## src/rtl/pipe_stage_reg.sv

```systemverilog
// rtl/pipe_stage_reg.sv - elastic multi-stage pipeline register with valid/ready and flush
//
// Purpose:
//   Carries an opaque datapath bundle and a control bundle through DEPTH
//   register stages. Each stage has its own valid bit. Empty stages always
//   load, so bubbles collapse toward the output. A flush squashes every valid
//   bit and every control bundle, so a killed instruction cannot cause a
//   register or memory write downstream. The datapath bundle is only cleared
//   by reset.
//
// Ports:
//   clk        rising-edge clock
//   rst        synchronous active-high reset (overrides flush and handshakes)
//   in_valid   upstream presents a beat
//   in_ready   stage 0 can load this cycle
//   in_data    upstream datapath bundle
//   in_ctrl    upstream control bundle
//   flush      squash all in-flight beats and the incoming beat
//   out_valid  last stage holds a valid beat
//   out_ready  downstream accepts (0 = stall)
//   out_data   last stage datapath bundle
//   out_ctrl   last stage control bundle, 0 whenever out_valid is 0
//   occupancy  number of valid stages (registered)

module pipe_stage_reg #(
   parameter int  DATA_WIDTH = 32,
   parameter int  CTRL_WIDTH = 8,
   parameter int  DEPTH      = 1,
   localparam int OCC_W      = $clog2(DEPTH + 1)
) (
   input  logic                  clk,
   input  logic                  rst,
   input  logic                  in_valid,
   output logic                  in_ready,
   input  logic [DATA_WIDTH-1:0] in_data,
   input  logic [CTRL_WIDTH-1:0] in_ctrl,
   input  logic                  flush,
   output logic                  out_valid,
   input  logic                  out_ready,
   output logic [DATA_WIDTH-1:0] out_data,
   output logic [CTRL_WIDTH-1:0] out_ctrl,
   output logic [OCC_W-1:0]      occupancy
);

   // Stage 0 is the input side, stage DEPTH-1 drives the outputs.
   logic [DEPTH-1:0]      v;
   logic [DATA_WIDTH-1:0] d [DEPTH];
   logic [CTRL_WIDTH-1:0] c [DEPTH];

   logic [DEPTH-1:0]      adv;
   logic [DEPTH-1:0]      v_next;
   logic [CTRL_WIDTH-1:0] c_next [DEPTH];

   logic [DEPTH-1:0]      src_v;
   logic [DATA_WIDTH-1:0] src_d [DEPTH];
   logic [CTRL_WIDTH-1:0] src_c [DEPTH];

   logic                  tail_full;

   // A stage may advance unless it and every stage after it are valid while
   // the output is stalled. This is the adv[k] = adv[k+1] | ~v[k] chain
   // unrolled from the output side, so no signal depends on itself.
   always_comb begin
      adv       = '0;
      tail_full = 1'b1;
      for (int k = DEPTH - 1; k >= 0; k--) begin
         tail_full = tail_full & v[k];
         adv[k]    = out_ready | ~tail_full;
      end
   end

   // Load source for each stage: the input port for stage 0, the previous
   // stage otherwise.
   always_comb begin
      src_v    = '0;
      src_v[0] = in_valid;
      src_d[0] = in_data;
      src_c[0] = in_ctrl;
      for (int k = 1; k < DEPTH; k++) begin
         src_v[k] = v[k-1];
         src_d[k] = d[k-1];
         src_c[k] = c[k-1];
      end
   end

   // Valid and control next state. Flush wins over load and hold; an invalid
   // beat always carries a zero control bundle.
   always_comb begin
      v_next = v;
      for (int k = 0; k < DEPTH; k++) begin
         c_next[k] = c[k];
         if (flush) begin
            v_next[k] = 1'b0;
            c_next[k] = '0;
         end else if (adv[k]) begin
            v_next[k] = src_v[k];
            c_next[k] = src_v[k] ? src_c[k] : '0;
         end
      end
   end

   always_ff @(posedge clk) begin
      if (rst) begin
         v         <= '0;
         occupancy <= '0;
         for (int k = 0; k < DEPTH; k++) begin
            d[k] <= '0;
            c[k] <= '0;
         end
      end else begin
         v         <= v_next;
         occupancy <= OCC_W'($countones(v_next));
         for (int k = 0; k < DEPTH; k++) begin
            c[k] <= c_next[k];
            // Data loads even for invalid beats; flush leaves it untouched.
            if (adv[k] && !flush) begin
               d[k] <= src_d[k];
            end
         end
      end
   end

   assign in_ready  = adv[0];
   assign out_valid = v[DEPTH-1];
   assign out_data  = d[DEPTH-1];
   assign out_ctrl  = c[DEPTH-1];

endmodule

```

## config.mk

```make
export PLATFORM = sky130hd
export DESIGN_NAME = pipe_stage_reg
export DESIGN_NICKNAME = d
export VERILOG_FILES = /design/src/rtl/pipe_stage_reg.sv
export SDC_FILE = /design/constraint.sdc
export NUM_CORES = 1
export LEC_CHECK = 0
export BUFFER_PORTS_ARGS = -buffer_cell sky130_fd_sc_hd__buf_2
export CAP_MARGIN = 10
export CORE_MARGIN = 4
export CORE_UTILIZATION = 25
export DETAILED_ROUTE_END_ITERATION = 10
export PLACE_DENSITY = 0.59
export RECOVER_POWER = 100
export SETUP_SLACK_MARGIN = 0.2
export SLEW_MARGIN = 10
export SYNTH_ARGS = -nofsm -noshare
export SYNTH_HDL_FRONTEND = slang
export SYNTH_SLANG_ARGS = --single-unit
export TNS_END_PERCENT = 5
```

## constraint.sdc

```tcl
create_clock -name clk -period 3.7 [get_ports clk]
set_clock_uncertainty 0.2 [all_clocks]
set_input_delay 1.11 -clock clk [delete_from_list [all_inputs] [get_ports clk]]
set_output_delay 1.11 -clock clk [all_outputs]
set_load 0.02 [all_outputs]
```

==> results.ini, run 1 <==
[global_route]
grt_pass1_wl_um = 5699
overflow = 0
grt_max_degree = 41
grt_pass1_vias = 1138
grt.total_usage = 0.09792
antenna_found_initial = 0

[routing]
drt-initial-drc-count = 39
drt-total-wl_um = 3931
drc_errors = 0
vias_per_cell = 4.360
wire_per_inst_um = 14.29
vias = 1199
firstDrtPassIters = 4
postRouteAntennaNets = 0

[yosys]
syn_area_sq_um = 1599
netlist.area_leader.share = 0.6009
synth_cells = 112
yosysSeqAreaShare = 0.7136
post_synth_num_cell_types = 15
yosys-top-cells-count = edfxtp_1 (32), and3_2 (21), nand2_1 (16), and3_1 (11), dfxtp_1 (9)
yosys_register_bits = 41
synth_top_family_by_area = simple AND/OR/NAND/NOR gates
synth_compound_area_frac = 0.03991
synth-xor-area-share = 0
synth_edf_count = 32
synth_fa_ha_area_frac = 0
yosysWarnings = 0
async_flop_share = 0
synth.area.top_cells = edfxtp_1 (60%), dfxtp_1 (11%), and3_2 (9.9%)
yosys.area_share.simple = 0.1948
yosys.area.top_type = edfxtp_1
synth.net_count = 157
synth_flop_cell = edfxtp_1
avgSynthCellArea_sq_um = 14.28
yosysMostFrequentCell = edfxtp_1
muxShareOfSynthArea = 0

[sta]
fin_hold_ws_ns = 0.2539
rsz0062_at_grt = no
tns_ns = 0
min_period_ns = 3.094
timing.final.crit_share = 0.8362
worst_pin_slew_ns = 1.686
finalHoldViolations = 0
slew_headroom = -0.1239
slew_viol_final = 33
setup_viol = 0
fin_ws_ns = 0.6061
timing.fmax_mhz = 323.2

[layout]
diodes = 0
final_cells = 275
final_core_util = 0.3487
drive_above_1_share = 0.3800
syn2layout_area_growth_pct = 32.16
nets = 245

[placed_design]
portBuffers = 87
place_ws_ns = 0.8509
placed_cells = 268
gp_congestion = 0.7388
dp_hpwl_um = 2814

[clock_tree]
h-tree-depth = 2
clk_latency_ns = 0.28
numCtsBuffers = 5
clockRootBuffer = clkbuf_8
tritoncts = yes
cts_setup_buffers = 0
cts_resized = 0
cts_hold_buf = 0
clockBufferDepth = 2
clk_pin_slew_ns = 0.08
numClockSinks = 41

[power_and_ir_drop]
vdd_ir_drop_max_uv = 148.9
p_seq_frac = 0.537
p_switching_mw = 0.2354
comb_power_share = 0.120
cellPowerDensity_nw_per_um2 = 473.6
pwr-share-clk = 0.343
swShare = 0.2352
intPower_mw = 0.7654
power.leakage_nw = 0.9464

[setup_path]
worstRegToRegCells = 4
cp-start-kind = input port
cp_cell_sequence = buf_2 -> nor2b_1 -> buf_4 -> o21bai_4 -> clkbuf_1
cp_max_fo = 32
crit_path_max_incr_delay_ns = 1.21
crit_slowest_cell = clkbuf_1
end_kind = flip-flop
cp_data_arrival_time_ns = 2.78
crit_required_ns = 3.38
worst-setup-path-type = in2reg

[status]
outcome = finished, violations left
violations = capacitance limit, slew limit

[die]
core_area_sq_um = 6061
die_h_um = 87.98
die-area_sq_um = 7740
initial_core_util = 0.2638
ios = 88
die_w_um = 87.98
fp-row-count = 28

[hold_path]
hold_depth = 2
min_path_type = reg2reg

[job]
drv_cap = 1

==> layout by cell type (no fill, tap or decap), types with 2 or more instances in the layout <==
cell,count
clkbuf_1,45
buf_2,43
edfxtp_1,32
and3_2,21
nand2_1,16
and3_1,11
dfxtp_1,9
a21oi_1,8
clkbuf_8,5
buf_4,2
==> cells by family (layout without fill, tap and decap cells) <==
| logic type | count (synthesis) | count (layout) |
|---|---|---|
| AO/OA/AOI/OAI | 10 | 10 |
| flip-flops | 41 | 41 |
| buffers and inverters | 11 | 99 |
| AND/OR/NAND/NOR | 50 | 50 |
==> registers in the layout (all words and copies together) (netlist names) <==
name,flops
d,32
c,8
out_valid,1
==> worst paths after layout <==
check | startpoint | to | slack, ns
setup / recovery | out_ready | d[0][14]$_SDFFCE_PN0P_ | 0.61
setup reg to reg | out_valid$_SDFFE_PP0P_ | d[0][14]$_SDFFCE_PN0P_ | 1.09
hold / removal | c[0][5]$_SDFFE_PP0P_ | c[0][5]$_SDFFE_PP0P_ | 0.25
hold reg to reg | c[0][5]$_SDFFE_PP0P_ | c[0][5]$_SDFFE_PP0P_ | 0.25
==> metrics by stage <==
step | instance area (sq um) | power [mW]
CTS | 2191 | 1.027
global placement | 2087 | 0.6768
global route | 2113 | 1.045
finish | 2113 | 1.001
detailed placement | 2087 | 0.6799
floorplan | 1599 | 0.6214
==> critical path, delay by kind of cell <==
family                 cells  cell delay [ns]
AOI/OAI and AO/OA          1             0.10
buffers and inverters      3             1.48
and+or+nand+nor            1             0.06
==> power groups by stage <==
stage | clock network (mW) | logic [mW] | registers, mW
after floorplan | 0 | 0.0350 | 0.586
after global placement | 0 | 0.132 | 0.545
after detailed placement | 0 | 0.133 | 0.547
after CTS | 0.357 | 0.134 | 0.536
after global routing | 0.374 | 0.131 | 0.540
final | 0.343 | 0.120 | 0.537
==> per-layer routing <==
layer | part of all wire | routed length, um | global-route usage | vias to the layer above
met3 | 0.12 | 486 | 0.03763 | 5
met5 | 0 | 0 | 0 | -
met2 | 0.44 | 1717 | 0.1555 | 70
met1 | 0.43 | 1679 | 0.1221 | 550
li1 | - | - | - | 574
met4 | 0.012 | 46 | 0.03347 | 0
==> cell type report <==
type	count	area, sq um
inverters	2	7.507
well taps	75	93.84
flip-flops and latches	41	1141
clock inverters	2	35.03
repair buffers	90	399.1
fillers	653	3948
multi-input cells	60	367.9
clock buffers	5	68.82
No activity file was read; power rests on OpenSTA's default activity.
==> inputs of run 2 (changes only) <==
--- a/config.mk
+++ b/config.mk
@@ -10,7 +10,7 @@
 export CORE_MARGIN = 4
 export CORE_UTILIZATION = 25
 export DETAILED_ROUTE_END_ITERATION = 10
-export PLACE_DENSITY = 0.59
+export PLACE_DENSITY = 0.61
 export RECOVER_POWER = 100
 export SETUP_SLACK_MARGIN = 0.2
 export SLEW_MARGIN = 10
==> constraint.sdc (replaced) <==
create_clock -name clk -period 2.83 [get_ports clk]
set_clock_uncertainty 0.2 [all_clocks]
set_input_delay 0.849 -clock clk [delete_from_list [all_inputs] [get_ports clk]]
set_output_delay 0.849 -clock clk [all_outputs]
set_load 0.02 [all_outputs]
==> run 2 against run 1 <==
Effect of this change: the flow now finishes without violations; core utilization is 0.17 points higher; design area rose by 0.47%; register-to-register slack got worse by 0.44 ns; critical path type unchanged; wire length decreased by 1.8%; count of clock-buffer cells in the layout stayed put; clock power increased by 28%; flip-flop and latch count did not move; non-clock buffer count did not move; largest power group unchanged; via count shrank 1.7%; first-iteration DRC count is 23% higher; critical endpoint is now d[0][0]$_SDFFCE_PN0P_.
==> results.ini, run 2 (synthesis results as in run 1) <==
[clock_tree]
numCtsBuffers = 5
clk_latency_ns = 0.27
clockRootBuffer = clkbuf_8
cts_setup_buffers = 0
h-tree-depth = 2
clockBufferDepth = 2
cts_hold_buf = 0
cts_resized = 0
numClockSinks = 41
tritoncts = yes
clk_pin_slew_ns = 0.07

[sta]
slew_viol_final = 0
finalHoldViolations = 0
min_period_ns = 2.399
slew_headroom = 0.2834
timing.fmax_mhz = 416.9
setup_viol = 0
tns_ns = 0
timing.final.crit_share = 0.8476
rsz0062_at_grt = no
fin_ws_ns = 0.4312
fin_hold_ws_ns = 0.2527
worst_pin_slew_ns = 1.074

[job]
drv_cap = 0

[layout]
nets = 245
largest_reg_flops = 32
diodes = 0
final_cell_mix = clkbuf_1 (46), buf_2 (42), edfxtp_1 (32)
syn2layout_area_growth_pct = 32.79
final_cells = 275
final_cell_area_sq_um = 2123
top_register = d
final_core_util = 0.3503
final_common_cell = clkbuf_1
drive_above_1_share = 0.3850

[setup_path]
crit_path_max_incr_delay_ns = 0.47
cp_max_fo = 32
worst-setup-path-type = in2reg
cp_cell_sequence = clkbuf_1 -> nor2b_4 -> clkbuf_1 -> o21bai_4 -> clkbuf_2
cp-start-kind = input port
crit_top_cell = clkbuf_1
cp_data_arrival_time_ns = 2.06
end_kind = flip-flop
crit_required_ns = 2.49
crit_slowest_cell = clkbuf_2

[placed_design]
portBuffers = 87
dp_hpwl_um = 2838
placed_cells = 268
place_ws_ns = 0.5196
gp_congestion = 0.7727
dpl_cell_area_sq_um = 2087

[routing]
vias_per_cell = 4.287
firstDrtPassIters = 5
vias = 1179
drt-total-wl_um = 3861
postRouteAntennaNets = 0
drc_errors = 0
wire_per_inst_um = 14.04
drt-initial-drc-count = 48

[power_and_ir_drop]
power.leakage_nw = 0.9443
vdd_ir_drop_max_uv = 299.0
p_total_mw = 1.298
cellPowerDensity_nw_per_um2 = 611.2

[die]
die-area_sq_um = 7740
ios = 88
core_area_sq_um = 6061
die_w_um = 87.98
die_h_um = 87.98
fp-row-count = 28
initial_core_util = 0.2638

[hold_path]
min_path_type = reg2reg

[global_route]
overflow = 0
grt.total_usage = 0.09518
grt_pass1_wl_um = 5630
grt_max_degree = 41
antenna_found_initial = 0
grt_pass1_vias = 1136

[status]
outcome = finished, final reports clean

## run 2: cell count changes in the layout (fill, tap and decap cells not counted), sizes merged
cell / before / now
buf: 45 / 43
clkbuf: 50 / 52
## run 2: report_power, final
part | total (mW) | switching [mW] | leakage [nW] | internal, mW
clock | 0.438 | 0.181 | 0.0540 | 0.256
combinational | 0.158 | 0.104 | 0.466 | 0.0538
sequential | 0.702 | 0.0119 | 0.424 | 0.691
total | 1.30 | 0.297 | 0.944 | 1.00
## run 2: final timing paths
| path | start | endpoint | slack, ns | cells after the start |
|---|---|---|---|---|
| worst min-delay path | c[0][4]$_SDFFE_PP0P_ | c[0][4]$_SDFFE_PP0P_ | 0.25 | 2 |
| worst min register to register | c[0][4]$_SDFFE_PP0P_ | c[0][4]$_SDFFE_PP0P_ | 0.25 | 2 |
| worst max register to register | out_valid$_SDFFE_PP0P_ | d[0][0]$_SDFFCE_PN0P_ | 0.65 | 4 |
| worst max-delay path | out_ready | d[0][0]$_SDFFCE_PN0P_ | 0.43 | 5 |
## run 2: final cells by class
class                      instances  area (sq um)
clock inverter                     2         35.03
timing repair buffer              90         395.4
inverter                           2         7.507
multi-input combinational         60         381.6
fill                             641          3938
sequential                        41          1141
clock buffer                       5         68.82
tap                               75         93.84
## run 2: worst max-delay path, delay by kind of cell
family / cells / cell delay, ns
AOI/OAI and AO/OA: 1 / 0.06
buffers and inverters: 3 / 1.01
and+or+nand+nor: 1 / 0.12
## run 2: routing by layer
| metal | vias up | track usage | part of all wire |
|---|---|---|---|
| li1 | 574 | - | - |
| met1 | 543 | 0.1209 | 0.43 |
| met2 | 60 | 0.1479 | 0.45 |
| met3 | 2 | 0.03669 | 0.12 |
| met4 | 0 | 0.03347 | 0.0065 |
| met5 | - | 0 | 0 |
==> inputs of run 3 (changes only) <==
==> constraint.sdc (replaced) <==
create_clock -name clk -period 1.95 [get_ports clk]
set_clock_uncertainty 0.2 [all_clocks]
set_input_delay 0.585 -clock clk [delete_from_list [all_inputs] [get_ports clk]]
set_output_delay 0.585 -clock clk [all_outputs]
set_load 0.02 [all_outputs]
==> run 3 against run 2 <==
Effect of this change: critical path depth down 1; first-iteration DRC count down 19%; setup slack worse by 0.26 ns; clock power up 47%; via count up 2.1%; core utilization up 0.72 points; non-clock buffer count up 5; flip-flop and latch count unchanged; global-route usage up 0.75 points; design area up 2.1%; critical path type is now in2out.
==> results.ini, run 3 (synthesis results as in run 1) <==
[hold_path]
min_path_type = reg2reg
hold_depth = 2
min_from = c[0][5]$_SDFFE_PP0P_

[sta]
timing.final.crit_share = 0.9107
slew_headroom = 0.5592
slew_viol_final = 0
min_period_ns = 1.776
rsz0062_at_grt = yes
setup_viol = 0
finalHoldViolations = 0
fin_hold_ws_ns = 0.2557
tns_ns = 0
worst_pin_slew_ns = 0.6568
timing.fmax_mhz = 563.1

[layout]
nets = 250
drive_above_1_share = 0.4049
largest_reg_flops = 32
final_cell_area_sq_um = 2167
final_cell_mix = buf_2 (43), clkbuf_1 (43), edfxtp_1 (32)
diodes = 0
fillers = 631
top_register = d
syn2layout_area_growth_pct = 35.52

[setup_path]
cp.buffers_inverters = 3
crit_slowest_cell = clkbuf_2
critPathTopFamily = buffers and inverters
worstRegToRegCells = 5
r2r-start = out_valid$_SDFFE_PP0P_
worst-setup-path-type = in2out
end_kind = output pin
crit_required_ns = 1.16
startpoint = out_ready
cp_max_fo = 2
cp.depth = 4
cp-start-kind = input port
crit_path_max_incr_delay_ns = 0.15
cp_cell_sequence = buf_6 -> nor2b_4 -> inv_1 -> clkbuf_2
cp_data_arrival_time_ns = 0.99

[global_route]
top_usage_layer = met2
grt_pass1_vias = 1187
grt_use_met1 = 0.1292
use_met2 = 0.1582
antenna_found_initial = 0
use_met3 = 0.04516
grt.total_usage = 0.1027
grt_pass1_wl_um = 5975
overflow = 0
grt_max_degree = 41

[routing]
drt-initial-drc-count = 39
drt-total-wl_um = 3947
drc_errors = 0
firstDrtPassIters = 4
wire_per_inst_um = 14.10
postRouteAntennaNets = 0
vias_per_cell = 4.300
vias = 1204

[clock_tree]
clockRootBuffer = clkbuf_8
clk_latency_ns = 0.28
numCtsBuffers = 5
h-tree-depth = 2
numClockSinks = 41
clockBufferDepth = 2
tritoncts = yes
clk_pin_slew_ns = 0.08
cts_hold_buf = 0

[placed_design]
gp_congestion = 0.6617
dp_hpwl_um = 2908
dpl_cell_area_sq_um = 2122
portBuffers = 87

[status]
outcome = finished, final reports clean

[power_and_ir_drop]
p_switching_mw = 0.4405
vdd_ir_drop_max_uv = 296.0
power.leakage_nw = 0.9798
pwr-share-clk = 0.340
swShare = 0.2320
p_total_mw = 1.899
comb_power_share = 0.124
cellPowerDensity_nw_per_um2 = 876.3
intPower_mw = 1.458
p_seq_frac = 0.536

[job]
drv_cap = 0

[die]
die-area_sq_um = 7740
die_w_um = 87.98
die_h_um = 87.98
ios = 88
fp-row-count = 28
core_area_sq_um = 6061
initial_core_util = 0.2638

[run 3: cell count changes in the layout (fill, tap and decap cells not counted)]
cell	previous run	this run
buf_6	0	1
inv_1	1	2
buf_2	42	43
clkbuf_4	0	2
nor2_2	1	0
o21ai_4	1	0
buf_4	1	5
clkbuf_1	46	43
inv_2	1	0
o21ai_1	0	1
nor2_4	0	1
[run 3: layout make-up]
cell class / count / area (sq um) / area share
Sequential cell: 41 / 1141 / 0.5266
Timing Repair Buffer: 95 / 445.4 / 0.2055
Clock inverter: 2 / 35.03 / 0.01617
Multi-Input combinational cell: 60 / 375.4 / 0.1732
Clock buffer: 5 / 68.82 / 0.03176
Inverter: 2 / 7.507 / 0.003464
Tap cell: 75 / 93.84 / 0.04330
[run 3: tightest hold or removal path, stage by stage, from the launching register on]
cell and delay (ns):
dfxtp_1 0.31, nand2_1 0.05, a21oi_1 0.05
[run 3: per-layer routing]
| layer | routed length (um) | up-vias |
|---|---|---|
| met4 | 48 | 0 |
| met3 | 497 | 5 |
| met5 | 0 | - |
| met2 | 1693 | 62 |
| li1 | - | 585 |
| met1 | 1708 | 552 |
[run 3: worst paths after layout]
check	end	slack [ns]
hold / removal	c[0][5]$_SDFFE_PP0P_	0.26
hold reg to reg	c[0][5]$_SDFFE_PP0P_	0.26
setup / recovery	in_ready	0.17
setup reg to reg	d[0][26]$_SDFFCE_PN0P_	0.18
[run 3: timing repair]
| action | CTS | global route |
|---|---|---|
| setup buffers | 1 | 1 |
| setup endpoints to repair | 1 | 1 |
| resized for setup | 4 | 0 |
| gates cloned | 0 | 0 |
| pin swaps | 0 | 0 |
| hold endpoints to repair | 0 | 0 |
[run 3: through the flow]
stage | std cells | worst slack [ns] | utilization
2_1_floorplan | 112 | 0.08645 | -
3_3_place_gp | 271 | 0.1306 | 0.3501
3_5_place_dp | 271 | 0.1165 | 0.3501
4_1_cts | 279 | 0.1873 | 0.3708
5_1_grt | 280 | 0.09579 | 0.3576
6_report | 280 | 0.1741 | 0.3576
[run 3: power groups by stage]
| stage | logic, mW | registers, mW | clock network (mW) |
|---|---|---|---|
| after detailed placement | 0.259 | 1.04 | 0 |
| final | 0.236 | 1.02 | 0.645 |
| after global placement | 0.256 | 1.03 | 0 |
| after global routing | 0.259 | 1.02 | 0.725 |
| after floorplan | 0.0684 | 1.11 | 0 |
| after CTS | 0.263 | 1.02 | 0.674 |
